File: src/rtl/uart_prog_loader_pkg.sv
// Shared definitions for the boot-time program loader: FSM states, default
// frame marker and error cause codes used for debug readout.
package uart_prog_loader_pkg;

  typedef enum logic [3:0] {
    ST_IDLE,
    ST_LEN_H,
    ST_LEN_L,
    ST_W_H,
    ST_W_L,
    ST_WR,
    ST_CHK_H,
    ST_CHK_L,
    ST_DONE,
    ST_RUN,
    ST_ERR
  } state_e;

  localparam logic [7:0] SYNC_BYTE_DEF = 8'hA5;

  typedef enum logic [1:0] {
    ERR_NONE,
    ERR_TIMEOUT,
    ERR_LEN,
    ERR_CHK
  } err_cause_e;

  // States in which a stalled byte stream must eventually abort the load.
  function automatic logic tmo_active(input state_e s);
    return s inside {ST_LEN_H, ST_LEN_L, ST_W_H, ST_W_L, ST_WR, ST_CHK_H, ST_CHK_L};
  endfunction

endpackage

File: src/rtl/uart_prog_loader_timeout.sv
// Clearable idle down-counter: reloads on clr, counts down while en, tc when
// it reaches zero. No backpressure; tc is a plain level from the register.
module loader_timeout #(
  parameter int unsigned CYCLES = 50000
) (
  input  logic clk,
  input  logic reset,
  input  logic clr,
  input  logic en,
  output logic tc
);
  localparam int unsigned CNT_W = (CYCLES > 2) ? $clog2(CYCLES) : 1;
  localparam logic [CNT_W-1:0] LOAD = CNT_W'(CYCLES - 1);

  logic [CNT_W-1:0] cnt_q, cnt_d;

  always_comb begin
    cnt_d = cnt_q;
    if (clr) begin
      cnt_d = LOAD;
    end else if (en && (cnt_q != '0)) begin
      cnt_d = cnt_q - CNT_W'(1);
    end
  end

  always_ff @(posedge clk or negedge reset) begin
    if (!reset) begin
      cnt_q <= LOAD;
    end else begin
      cnt_q <= cnt_d;
    end
  end

  assign tc = (cnt_q == '0);

endmodule

File: src/rtl/uart_prog_loader.sv
// Assembles big-endian words from UART bytes, writes them to instruction memory
// 1 cycle after the LO byte and releases the CPU once the XOR checksum matches.
module uart_prog_loader
  import uart_prog_loader_pkg::*;
#(
  parameter int unsigned ADDR_W      = 8,
  parameter int unsigned TIMEOUT_CYC = 50000,
  parameter logic [7:0]  SYNC_BYTE   = SYNC_BYTE_DEF
) (
  input  logic              clk,
  input  logic              reset,
  input  logic [7:0]        rx_data,
  input  logic              rx_valid,
  output logic              imem_we,
  output logic [ADDR_W-1:0] imem_addr,
  output logic [15:0]       imem_wdata,
  output logic [15:0]       uart_inst,
  output logic              uart_inst_en,
  output logic              cpu_enable,
  output logic              load_done,
  output logic              load_err
);
  localparam logic [16:0] MAX_LEN = 17'(1) << ADDR_W;

  state_e            state_q, state_d;
  logic [15:0]       len_q, len_d;
  logic [7:0]        hi_q, hi_d;
  logic [ADDR_W:0]   wcnt_q, wcnt_d;
  logic [ADDR_W-1:0] addr_q, addr_d;
  logic [15:0]       acc_q, acc_d;
  logic [15:0]       wdata_q, wdata_d;
  logic              load_err_q, load_err_d;
  logic [7:0]        skid_q, skid_d;
  logic              skid_vld_q, skid_vld_d;
  logic              we_q, we_d;
  logic              done_q, done_d;
  logic              run_q, run_d;

  logic              byte_vld;
  logic [7:0]        byte_dat;
  logic [15:0]       len_new;
  logic [16:0]       wcnt_nxt;
  logic              tmo_clr, tmo_en, tmo_tc;

  // A byte parked in the skid register is older than anything on rx_data.
  assign byte_vld = skid_vld_q | rx_valid;
  assign byte_dat = skid_vld_q ? skid_q : rx_data;
  assign len_new  = {len_q[15:8], byte_dat};
  assign wcnt_nxt = 17'(wcnt_q) + 17'd1;

  always_comb begin
    skid_d     = skid_q;
    skid_vld_d = skid_vld_q;
    if (rx_valid && ((state_q == ST_WR) || skid_vld_q)) begin
      skid_d     = rx_data;
      skid_vld_d = 1'b1;
    end else if (skid_vld_q && (state_q != ST_WR)) begin
      skid_vld_d = 1'b0;
    end
  end

  always_comb begin
    state_d    = state_q;
    len_d      = len_q;
    hi_d       = hi_q;
    wcnt_d     = wcnt_q;
    addr_d     = addr_q;
    acc_d      = acc_q;
    wdata_d    = wdata_q;
    load_err_d = load_err_q;
    case (state_q)
      ST_IDLE, ST_RUN, ST_ERR: begin
        if (byte_vld && (byte_dat == SYNC_BYTE)) begin
          state_d    = ST_LEN_H;
          wcnt_d     = '0;
          addr_d     = '0;
          acc_d      = '0;
          load_err_d = 1'b0;
        end
      end
      ST_LEN_H: if (byte_vld) begin
        len_d[15:8] = byte_dat;
        state_d     = ST_LEN_L;
      end
      ST_LEN_L: if (byte_vld) begin
        len_d = len_new;
        if ({1'b0, len_new} > MAX_LEN) state_d = ST_ERR;
        else if (len_new == 16'h0000)  state_d = ST_CHK_H;
        else                           state_d = ST_W_H;
      end
      ST_W_H: if (byte_vld) begin
        hi_d    = byte_dat;
        state_d = ST_W_L;
      end
      ST_W_L: if (byte_vld) begin
        wdata_d = {hi_q, byte_dat};
        state_d = ST_WR;
      end
      ST_WR: begin
        acc_d   = acc_q ^ wdata_q;
        addr_d  = addr_q + ADDR_W'(1);
        wcnt_d  = wcnt_nxt[ADDR_W:0];
        state_d = (wcnt_nxt == {1'b0, len_q}) ? ST_CHK_H : ST_W_H;
      end
      ST_CHK_H: if (byte_vld) begin
        hi_d    = byte_dat;
        state_d = ST_CHK_L;
      end
      ST_CHK_L: if (byte_vld) begin
        state_d = ({hi_q, byte_dat} == acc_q) ? ST_DONE : ST_ERR;
      end
      ST_DONE: state_d = ST_RUN;
      default: state_d = ST_IDLE;
    endcase
    // WR always completes; a stall is judged again in the following state.
    if (tmo_active(state_q) && (state_q != ST_WR) && !byte_vld && tmo_tc) begin
      state_d = ST_ERR;
    end
    if ((state_d == ST_ERR) && (state_q != ST_ERR)) begin
      load_err_d = 1'b1;
    end
  end

  assign we_d   = (state_d == ST_WR);
  assign done_d = (state_d == ST_DONE);
  assign run_d  = (state_d == ST_RUN);

  assign tmo_clr = rx_valid | ((state_d == ST_LEN_H) && (state_q != ST_LEN_H));
  assign tmo_en  = tmo_active(state_q);

  loader_timeout #(
    .CYCLES(TIMEOUT_CYC)
  ) u_timeout (
    .clk  (clk),
    .reset(reset),
    .clr  (tmo_clr),
    .en   (tmo_en),
    .tc   (tmo_tc)
  );

  always_ff @(posedge clk or negedge reset) begin
    if (!reset) begin
      state_q    <= ST_IDLE;
      len_q      <= '0;
      hi_q       <= '0;
      wcnt_q     <= '0;
      addr_q     <= '0;
      acc_q      <= '0;
      wdata_q    <= '0;
      load_err_q <= 1'b0;
      skid_q     <= '0;
      skid_vld_q <= 1'b0;
      we_q       <= 1'b0;
      done_q     <= 1'b0;
      run_q      <= 1'b0;
    end else begin
      state_q    <= state_d;
      len_q      <= len_d;
      hi_q       <= hi_d;
      wcnt_q     <= wcnt_d;
      addr_q     <= addr_d;
      acc_q      <= acc_d;
      wdata_q    <= wdata_d;
      load_err_q <= load_err_d;
      skid_q     <= skid_d;
      skid_vld_q <= skid_vld_d;
      we_q       <= we_d;
      done_q     <= done_d;
      run_q      <= run_d;
    end
  end

  assign imem_we      = we_q;
  assign imem_addr    = addr_q;
  assign imem_wdata   = wdata_q;
  assign uart_inst    = wdata_q;
  assign uart_inst_en = we_q;
  assign cpu_enable   = run_q;
  assign load_done    = done_q;
  assign load_err     = load_err_q;

endmodule

File: config.mk
export PLATFORM = sky130hd
export DESIGN_NAME = uart_prog_loader
export DESIGN_NICKNAME = d
export VERILOG_FILES = /design/src/rtl/uart_prog_loader_pkg.sv /design/src/rtl/uart_prog_loader_timeout.sv /design/src/rtl/uart_prog_loader.sv
export SDC_FILE = /design/constraint.sdc
export NUM_CORES = 1
export LEC_CHECK = 0
export CAP_MARGIN = 40
export CORE_MARGIN = 8
export CORE_UTILIZATION = 30
export CTS_CLUSTER_SIZE = 14
export DETAILED_ROUTE_END_ITERATION = 16
export GPL_TIMING_DRIVEN = 0
export PLACE_DENSITY = 0.45
export SLEW_MARGIN = 20
export SYNTH_ARGS = -nofsm -noshare
export SYNTH_HDL_FRONTEND = slang
export SYNTH_SLANG_ARGS = --single-unit
File: constraint.sdc
create_clock -name clk -period 6.8 [get_ports clk]
set_input_delay 0.68 -clock clk [delete_from_list [all_inputs] [get_ports clk]]
set_output_delay 0.68 -clock clk [all_outputs]
set_load 0.05 [all_outputs]
# Yosys cells after proc, flatten, opt, wreduce, memory -nomap -nowiden
# Index checks and enable logic that the tools add are counted.
[word_totals]
reg_bits = 106
[op_classes]
addsub = 3
magnitude_cmp = 1
eq_ne = 22
muxes = 29
bitwise = 4
n_reduce_logical = 29
[op_table]
columns = ["operator", "n"]
rows = [
  ["16-bit 2-to-1 mux", 3],
  ["4-bit 2-to-1 mux", 9],
  ["4-bit case mux with 9 select lines", 1],
  ["16-bit zero test", 2],
  ["16-bit case mux with 2 select lines", 1],
  ["8-bit case mux with 2 select lines", 2],
  ["4-bit equality test, second input constant", 6],
  ["8-bit 2-to-1 mux", 3],
  ["4-bit by 3-bit equality test with 1-bit output, second input constant", 5],
  ["9-bit case mux with 2 select lines", 1],
  ["10-bit by 16-bit equality test with 1-bit output", 1],
  ["16-bit equality test", 1],
  ["16-bit by 9-bit greater-than comparator with 1-bit output, second input constant", 1],
  ["16-bit nonzero test", 1],
  ["16-bit by 1-bit subtractor with 16-bit output, second input constant", 1],
  ["16-bit XOR", 1],
  ["9-bit by 1-bit adder with 10-bit output, second input constant", 1],
  ["2-bit AND reduction", 5],
  ["2-bit nonzero test", 5],
  ["1-bit logical AND", 9],
  ["9-bit 2-to-1 mux", 1],
  ["8-bit by 1-bit adder with 8-bit output, second input constant", 1],
  ["4-bit by 1-bit equality test with 1-bit output, second input constant", 2],
  ["4-bit by 2-bit equality test with 1-bit output, second input constant", 2],
  ["17 further kinds", 23],
]

# Longest topological paths before layout
# Gate-level depths: netlist (run 1).
[logic_depth]
depth_word = 11
mapped_depth = 9
mapped_depth_nobuf = 8

# Cells and area by module
# A second synthesis (run 1) with hierarchy kept.
[hier_totals]
cells_unflattened = 594
area_unflattened_um2 = 5619.1
[by_module_without_submodules]
columns = ["module", "n_inst", "cells_each", "area_each_um2", "seq_area_each_um2"]
rows = [
  ["uart_prog_loader", 1, 498, 4643.2, 2252.2],
  ["loader_timeout", 1, 96, 975.9, 411.6],
]

# Worst setup path after synthesis (run 1)
# Ideal clock, no wire load.
[synth_timing]
kind = "input to register"
start = "in rx_data[1]"
end = "reg addr_q[5], in the netlist imem_addr[5]"
setup_time_ps = 143
arrival_ps = 2504
required_time_ps = 6657
slack_ps = 4154
stages = 7
path_buffers = 1
path_cell_list = "or4_4 or4b_4 a221oi_4 nor2_1 buf_2 o21ai_1 o21ai_1"
[synth_via]
elab_chain_len = 5
[synth_lines]
columns = ["item", "line_no", "source"]
rows = [
  ["from (decl)", "uart_prog_loader.sv:12", "input logic [7:0] rx_data,"],
  ["8-bit 2-to-1 mux", "uart_prog_loader.sv:47", "assign byte_dat = skid_vld_q ? skid_q : rx_data;"],
  ["8-bit equality test", "uart_prog_loader.sv:73", "if (byte_vld && (byte_dat == SYNC_BYTE)) begin"],
  ["1-bit logical AND", "uart_prog_loader.sv:73", ""],
  ["2-bit inequality test (no source line)", "n/a", ""],
  ["2-bit AND reduction (no source line)", "n/a", ""],
  ["to (signal assigned)", "uart_prog_loader.sv:161", "addr_q <= addr_d;"],
  ["to (decl)", "uart_prog_loader.sv:29", "logic [ADDR_W-1:0] addr_q, addr_d;"],
]
# Every way passes these cells.
# A chain may end at the register's enable or synchronous reset.

# Worst setup path in the final report (run 1)
[layout_timing]
start = "in rx_data[1]"
end = "reg wcnt_q[7]"
[layout_via]
elab_chain_len = 5
[layout_lines]
columns = ["item", "line_no", "source"]
rows = [
  ["8-bit 2-to-1 mux", "uart_prog_loader.sv:47", ""],
  ["8-bit equality test", "uart_prog_loader.sv:73", ""],
  ["1-bit logical AND", "uart_prog_loader.sv:73", ""],
  ["2-bit inequality test (no source line)", "n/a", ""],
  ["2-bit AND reduction (no source line)", "n/a", ""],
  ["to (signal assigned)", "uart_prog_loader.sv:160", "wcnt_q <= wcnt_d;"],
  ["to (decl)", "uart_prog_loader.sv:28", "logic [ADDR_W:0] wcnt_q, wcnt_d;"],
]
# Every way passes these cells.

==> results_dict.tcl, run 1 <==
set metrics [dict create \
    grt_pass1_vias 4275 \
    timing.rr.start "skid_vld_q" \
    syn_to_final_growth_pct 21.13 \
    critical_path_cell_count 8 \
    netlist.area_leader.share_pct 44.55 \
    synth_area_leaders "dfrtp_1, nand2_1, xnor2_1" \
    fin_setup_tns_ps 0 \
    final_area_um2 6600 \
    arrival_ps 3310 \
    track_usage_pct 12.95 \
    status "complete, no violations" \
    rows 49 \
    routed_wl_um 14070 \
    ys_warn_count 0 \
    clock-root-buffer "clkbuf_16" \
    hp-class "in2async" \
    cts_made_buffers 9 \
    endpoint "wcnt_q[7]" \
    synth.largest_area_cell "dfrtp_1" \
    antenna_left 0 \
    ff2ff_path_depth 8 \
    routabilityCongestion 0.8333 \
    ff2ff_setup_slack_ps 3810 \
    crit_type "in2reg" \
    placed_cell_area_um2 6305 \
    cts_setup_buffers 0 \
    num_vias 4294 \
    grt_pass1_wl_um 23170 \
    layout-drive-gt1-share_pct 12.48 \
    async_flop_share_pct 100.0 \
    dp.cells 853 \
    p_leak_nw 2.773 \
    cp_max_fo 10 \
    drt-initial-drc-count 357 \
    clk_pin_slew_ps 80 \
    dieArea_um2 22730 \
    cts_hold_buf 0 \
    multiInputGateArea_um2 2511 \
    nNetsFinal 650 \
    worst-path-buf-inv 2 \
    rsz0062_at_grt "false" \
    grt_antenna_before_repair 0 \
    fp.dieW_um 150.8 \
    cp_cell_sequence "clkdlybuf4s50_1 > or4_4 > or4b_4 > a221oi_4 > nor2_1 > buf_2 > o21ai_1 > o41ai_1" \
    crit_start "rx_data[1]" \
    setup_viol 0 \
    ys_top_cells_by_count "dfrtp_1, nand2_1, nor2_1" \
    num_io_pins 56 \
    insertedDiodeCount 0 \
    drt_first_pass_iters 4 \
    synthFlopType "dfrtp_1" \
    grt_max_degree 78 \
    ys_ff_latch 106 \
    cts_resized 0 \
    synth_area_um2 5449 \
    htreeDepth 3 \
    cts.sinks 106 \
    final_cell_count_no_fill 870 \
    syn_avg_cell_area_um2 9.576 \
    relSlewSlack_pct 41.64 \
    yosysSeqAreaShare_pct 48.89 \
    tightest_slew_ps 851.1 \
    synth_most_common_cell "dfrtp_1" \
    clock.fmax_mhz 324.1 \
    final_core_util_pct 36.87 \
    cp_top_family "simple AND/OR/NAND/NOR gates" \
    required_ps 7030 \
    clk_latency_ps 360 \
    core_area_um2 17900 \
    yosys.cell_types.count 54 \
    gr-total-overflow 0 \
    regArea_um2 2664 \
    dp_hpwl_um 10130 \
    max_cap_viol_count 0 \
    vias_per_cell 4.936 \
    slowest_delay_ps 580 \
    start_util_pct 30.44 \
    fin_crit_ps 3086 \
    port_buffers 54 \
    n_fill_cell 1828 \
    timing.rr.end "load_err" \
    wl_per_cell_um 16.17 \
    drv_slew 0 \
    clk_path_buf_depth 2 \
    synth_edf_count 0 \
    slowest_stage "or4b_4" \
    vdd_drop_max_mv 0.1845 \
    syn_nets 583 \
    die_y_um 150.8 \
    period_share_pct 45.38 \
    cts_tree "done" \
    p_total_mw 2.969 \
    worstSetupEndpointType "flop" \
    finalHoldViolCount 0 \
    fin_skew_ps 5.081 \
    cp-start-kind "input port" \
    p_per_area_nw_per_um2 449.8 \
    drcViolationCount 0 \
    synthCells 569 \
]
power breakdown:
group / switching, mW / total (mW) / internal [mW] / leakage, nW
registers: 0.204 / 1.04 / 0.835 / 1.31
clock network: 0.248 / 0.518 / 0.270 / 0.142
logic: 0.872 / 1.41 / 0.540 / 1.32
logic make-up (layout without fill, tap and decap cells):
kind of cell / count (synthesis) / in the layout / share of synthesized area [%]
mux: 24 / 24 / 4.776
xor+xnor: 58 / 58 / 9.322
flops: 106 / 106 / 48.89
compound gates: 106 / 106 / 11.87
buf+inv: 54 / 126 / 5.029
fa+ha+maj: 4 / 4 / 0.8726
simple gates: 217 / 217 / 19.24
flip-flops by register name, indices dropped and copies added, names as in the netlist, 4 cells and up:
| name | cells |
|---|---|
| imem_addr | 8 |
| u_timeout.cnt_q | 16 |
| skid_q | 8 |
| wcnt_q | 9 |
| acc_q | 16 |
| hi_q | 8 |
| len_q | 16 |
| imem_wdata | 16 |
| state_q | 4 |
placed cells by master (no fill, tap or decap), drive strengths merged, types with 5 or more instances in the layout:
cell	Yosys	routed
a21oi	24	24
a31oi	6	6
and3	5	5
buf	25	27
clkbuf	21	33
clkdlybuf4s50	0	53
dfrtp	97	97
dfstp	9	9
inv	8	10
mux2	16	16
mux2i	8	8
nand2	76	76
nand3	20	20
nand4	11	11
nor2	51	51
nor3	8	8
nor4	13	13
o21ai	49	49
o31ai	6	6
or3	8	8
or4	5	5
xnor2	29	29
xor2	29	29
metrics by stage:
stage	setup slack (ps)	hold slack, ps
2_1_floorplan	4154	384.4
3_3_place_gp	848.6	461.9
3_5_place_dp	3318	479.7
4_1_cts	3699	199.2
5_1_grt	3562	203.8
6_report	3714	193.1
per-layer routing:
metal	GRT usage (%)	up-vias	wire length (µm)	part of all wire, %
met4	5.591	0	154	1.1
met2	20.25	62	6598	47
li1	-	2094	-	-
met3	1.763	11	468	3.3
met5	0	-	0	0
met1	17.61	2127	6849	49
how the worst min path moves through the flow:
stage          slack (ps)  cells past startpoint      start         to
3_5_place_dp          480                      2  len_q[11]  len_q[11]
4_1_cts               200                      1      reset    imem_we
2_1_floorplan         380                      0      reset   acc_q[0]
6_report              190                      1      reset    imem_we
5_1_grt               200                      1      reset    imem_we
3_3_place_gp          460                      2  len_q[10]  len_q[10]
final cells by class:
type	count	area share (%)
multi-input cells	409	38.05
plain buffers	46	3.697
clock buffers	11	3.829
inverters	8	0.4550
repair buffers	56	8.739
well taps	229	4.341
flip-flops and latches	106	40.36
clock inverters	5	0.5308
(Power assumes the default switching activity.)
==> run 2, diff against run 1 <==
--- a/config.mk
+++ b/config.mk
@@ -11,7 +11,7 @@
 export CTS_CLUSTER_SIZE = 14
 export DETAILED_ROUTE_END_ITERATION = 16
 export GPL_TIMING_DRIVEN = 0
-export PLACE_DENSITY = 0.45
+export PLACE_DENSITY = 0.46
 export SLEW_MARGIN = 20
 export SYNTH_ARGS = -nofsm -noshare
 export SYNTH_HDL_FRONTEND = slang
==> constraint.sdc (replaced) <==
create_clock -name clk -period 2.7 [get_ports clk]
set_input_delay 0.27 -clock clk [delete_from_list [all_inputs] [get_ports clk]]
set_output_delay 0.27 -clock clk [all_outputs]
set_load 0.05 [all_outputs]
==> results_dict.tcl, run 2 (synthesized netlist as in run 1, its figures left out) <==
set metrics [dict create \
    clk_latency_ps 360 \
    dp.cells 853 \
    highest-signal-layer "met4" \
    start_util_pct 30.44 \
    nNetsFinal 651 \
    clock-root-buffer "clkbuf_16" \
    ff2ff_path_depth 8 \
    final_cell_count_no_fill 871 \
    n_fill_cell 1833 \
    insertedDiodeCount 0 \
    hp-class "in2async" \
    grt_pass1_vias 4318 \
    htreeDepth 3 \
    rsz0062_at_grt "false" \
    final_common_cell "dfrtp_1" \
    dr_wl_met2_um 6544 \
    num_vias 4320 \
    required_ps 2930 \
    syn_to_final_growth_pct 22.34 \
    wl_per_cell_um 16.03 \
    tightest_slew_ps 734.2 \
    fin_skew_ps 9.453 \
    status "complete, no violations" \
    port_buffers 54 \
    dr_wl_met3_um 433 \
    die_y_um 150.8 \
    clk_path_buf_depth 2 \
    grt_pass1_wl_um 23200 \
    routed_wl_um 13960 \
    final_core_util_pct 37.24 \
    cp_max_fo 10 \
    drv_slew 0 \
    most-common-layout-cells "dfrtp_1, nand2_1, clkdlybuf4s50_1" \
    finalHoldViolCount 0 \
    fin_crit_ps 2572 \
    p_per_area_nw_per_um2 1125 \
    cts_tree "done" \
    vdd_drop_max_mv 0.4427 \
    worstSetupEndpointType "flop" \
    vias_per_cell 4.960 \
    fp.dieW_um 150.8 \
    gr-total-overflow 0 \
    drcViolationCount 0 \
    rows 49 \
    arrival_ps 2800 \
    drt-initial-drc-count 226 \
    clock.fmax_mhz 388.8 \
    wl_met1_um 6625 \
    track_usage_pct 12.98 \
    period_share_pct 95.26 \
    setup_viol 0 \
    core_area_um2 17900 \
    layout-drive-gt1-share_pct 14.33 \
    p_total_mw 7.497 \
    p_leak_nw 2.813 \
    cts.sinks 106 \
    clk_pin_slew_ps 80 \
    cts_made_buffers 9 \
    max_cap_viol_count 0 \
    grt_antenna_before_repair 0 \
    drt_first_pass_iters 6 \
    antenna_left 0 \
    crit_type "in2reg" \
    routabilityCongestion 0.8560 \
    dp_hpwl_um 10170 \
    grt_max_degree 62 \
    num_io_pins 56 \
    dieArea_um2 22730 \
    relSlewSlack_pct 49.66 \
    cp-start-kind "input port" \
]
run 2: cell types whose count changed in the layout (fill, tap and decap cells not counted), moves of 2 or more:
cell      before  now
buf_4         17   19
mux2i_4        0    2
mux2i_2        0    3
mux2i_1        8    3
buf_1          2    0
clkbuf_2       0    3
clkbuf_1      21   19
run 2: power breakdown:
part	total [mW]	switching, mW	internal, mW	leakage (nW)
Combinational	3.56	2.20	1.37	1.36
Clock	1.30	0.637	0.666	0.142
Sequential	2.63	0.527	2.10	1.31
Total	7.50	3.36	4.13	2.81
run 2: layout make-up:
class	count	area (µm²)	share of cell area, %
sequential	106	2664	39.96
multi-input combinational	409	2561	38.42
timing repair buffer	58	594.3	8.915
tap	229	286.5	4.298
buffer	45	245.2	3.679
clock buffer	11	242.7	3.641
clock inverter	5	42.54	0.6381
inverter	8	30.03	0.4505
run 2: metal layers:
layer | GRT usage [%] | up-vias
met1 | 17.18 | 2110
met4 | 6.878 | 0
met2 | 20.25 | 86
met3 | 1.823 | 19
met5 | 0 | -
li1 | - | 2105
run 2: stage by stage:
stage / setup WS [ps] / instance area [µm²] / hold WS (ps) / setup TNS, ps
final: 128.0 / 6666 / 402.4 / 0
after global routing: 4.804 / 6666 / 455.2 / 0
after CTS: 12.00 / 6621 / 417.8 / 0
after detailed placement: -313.5 / 6305 / 238.6 / -10690
after global placement: -2782 / 6276 / 463.9 / -290650
after floorplan: 464.0 / 5449 / -25.59 / 0
run 2: repair_timing:
item / in CTS / in global routing
buffers inserted: 0 / 2
resized for setup: 7 / 8
hold endpoints to repair: 36 / 0
setup endpoints to repair: 11 / 24
hold buffers: 1 / 0
pin swaps: 0 / 1
run 2: worst max-delay path: stages:
cell and delay (ps):
clkdlybuf4s50_1 450, or4_4 560, or4b_4 570, a221oi_4 430
nor2_1 90, buf_2 200, o21ai_1 150, o41ai_1 80
run 2: final timing paths:
path | from | end | slack, ps
setup / recovery | rx_data[1] | wcnt_q[7] | 130
setup reg to reg | skid_vld_q | load_err | 150
min in group clk | rx_valid | skid_vld_q | 470
hold / removal | reset | imem_wdata[10] | 400
hold reg to reg | len_q[11] | len_q[11] | 490
max in group asynchronous | reset | wcnt_q[5] | 1630
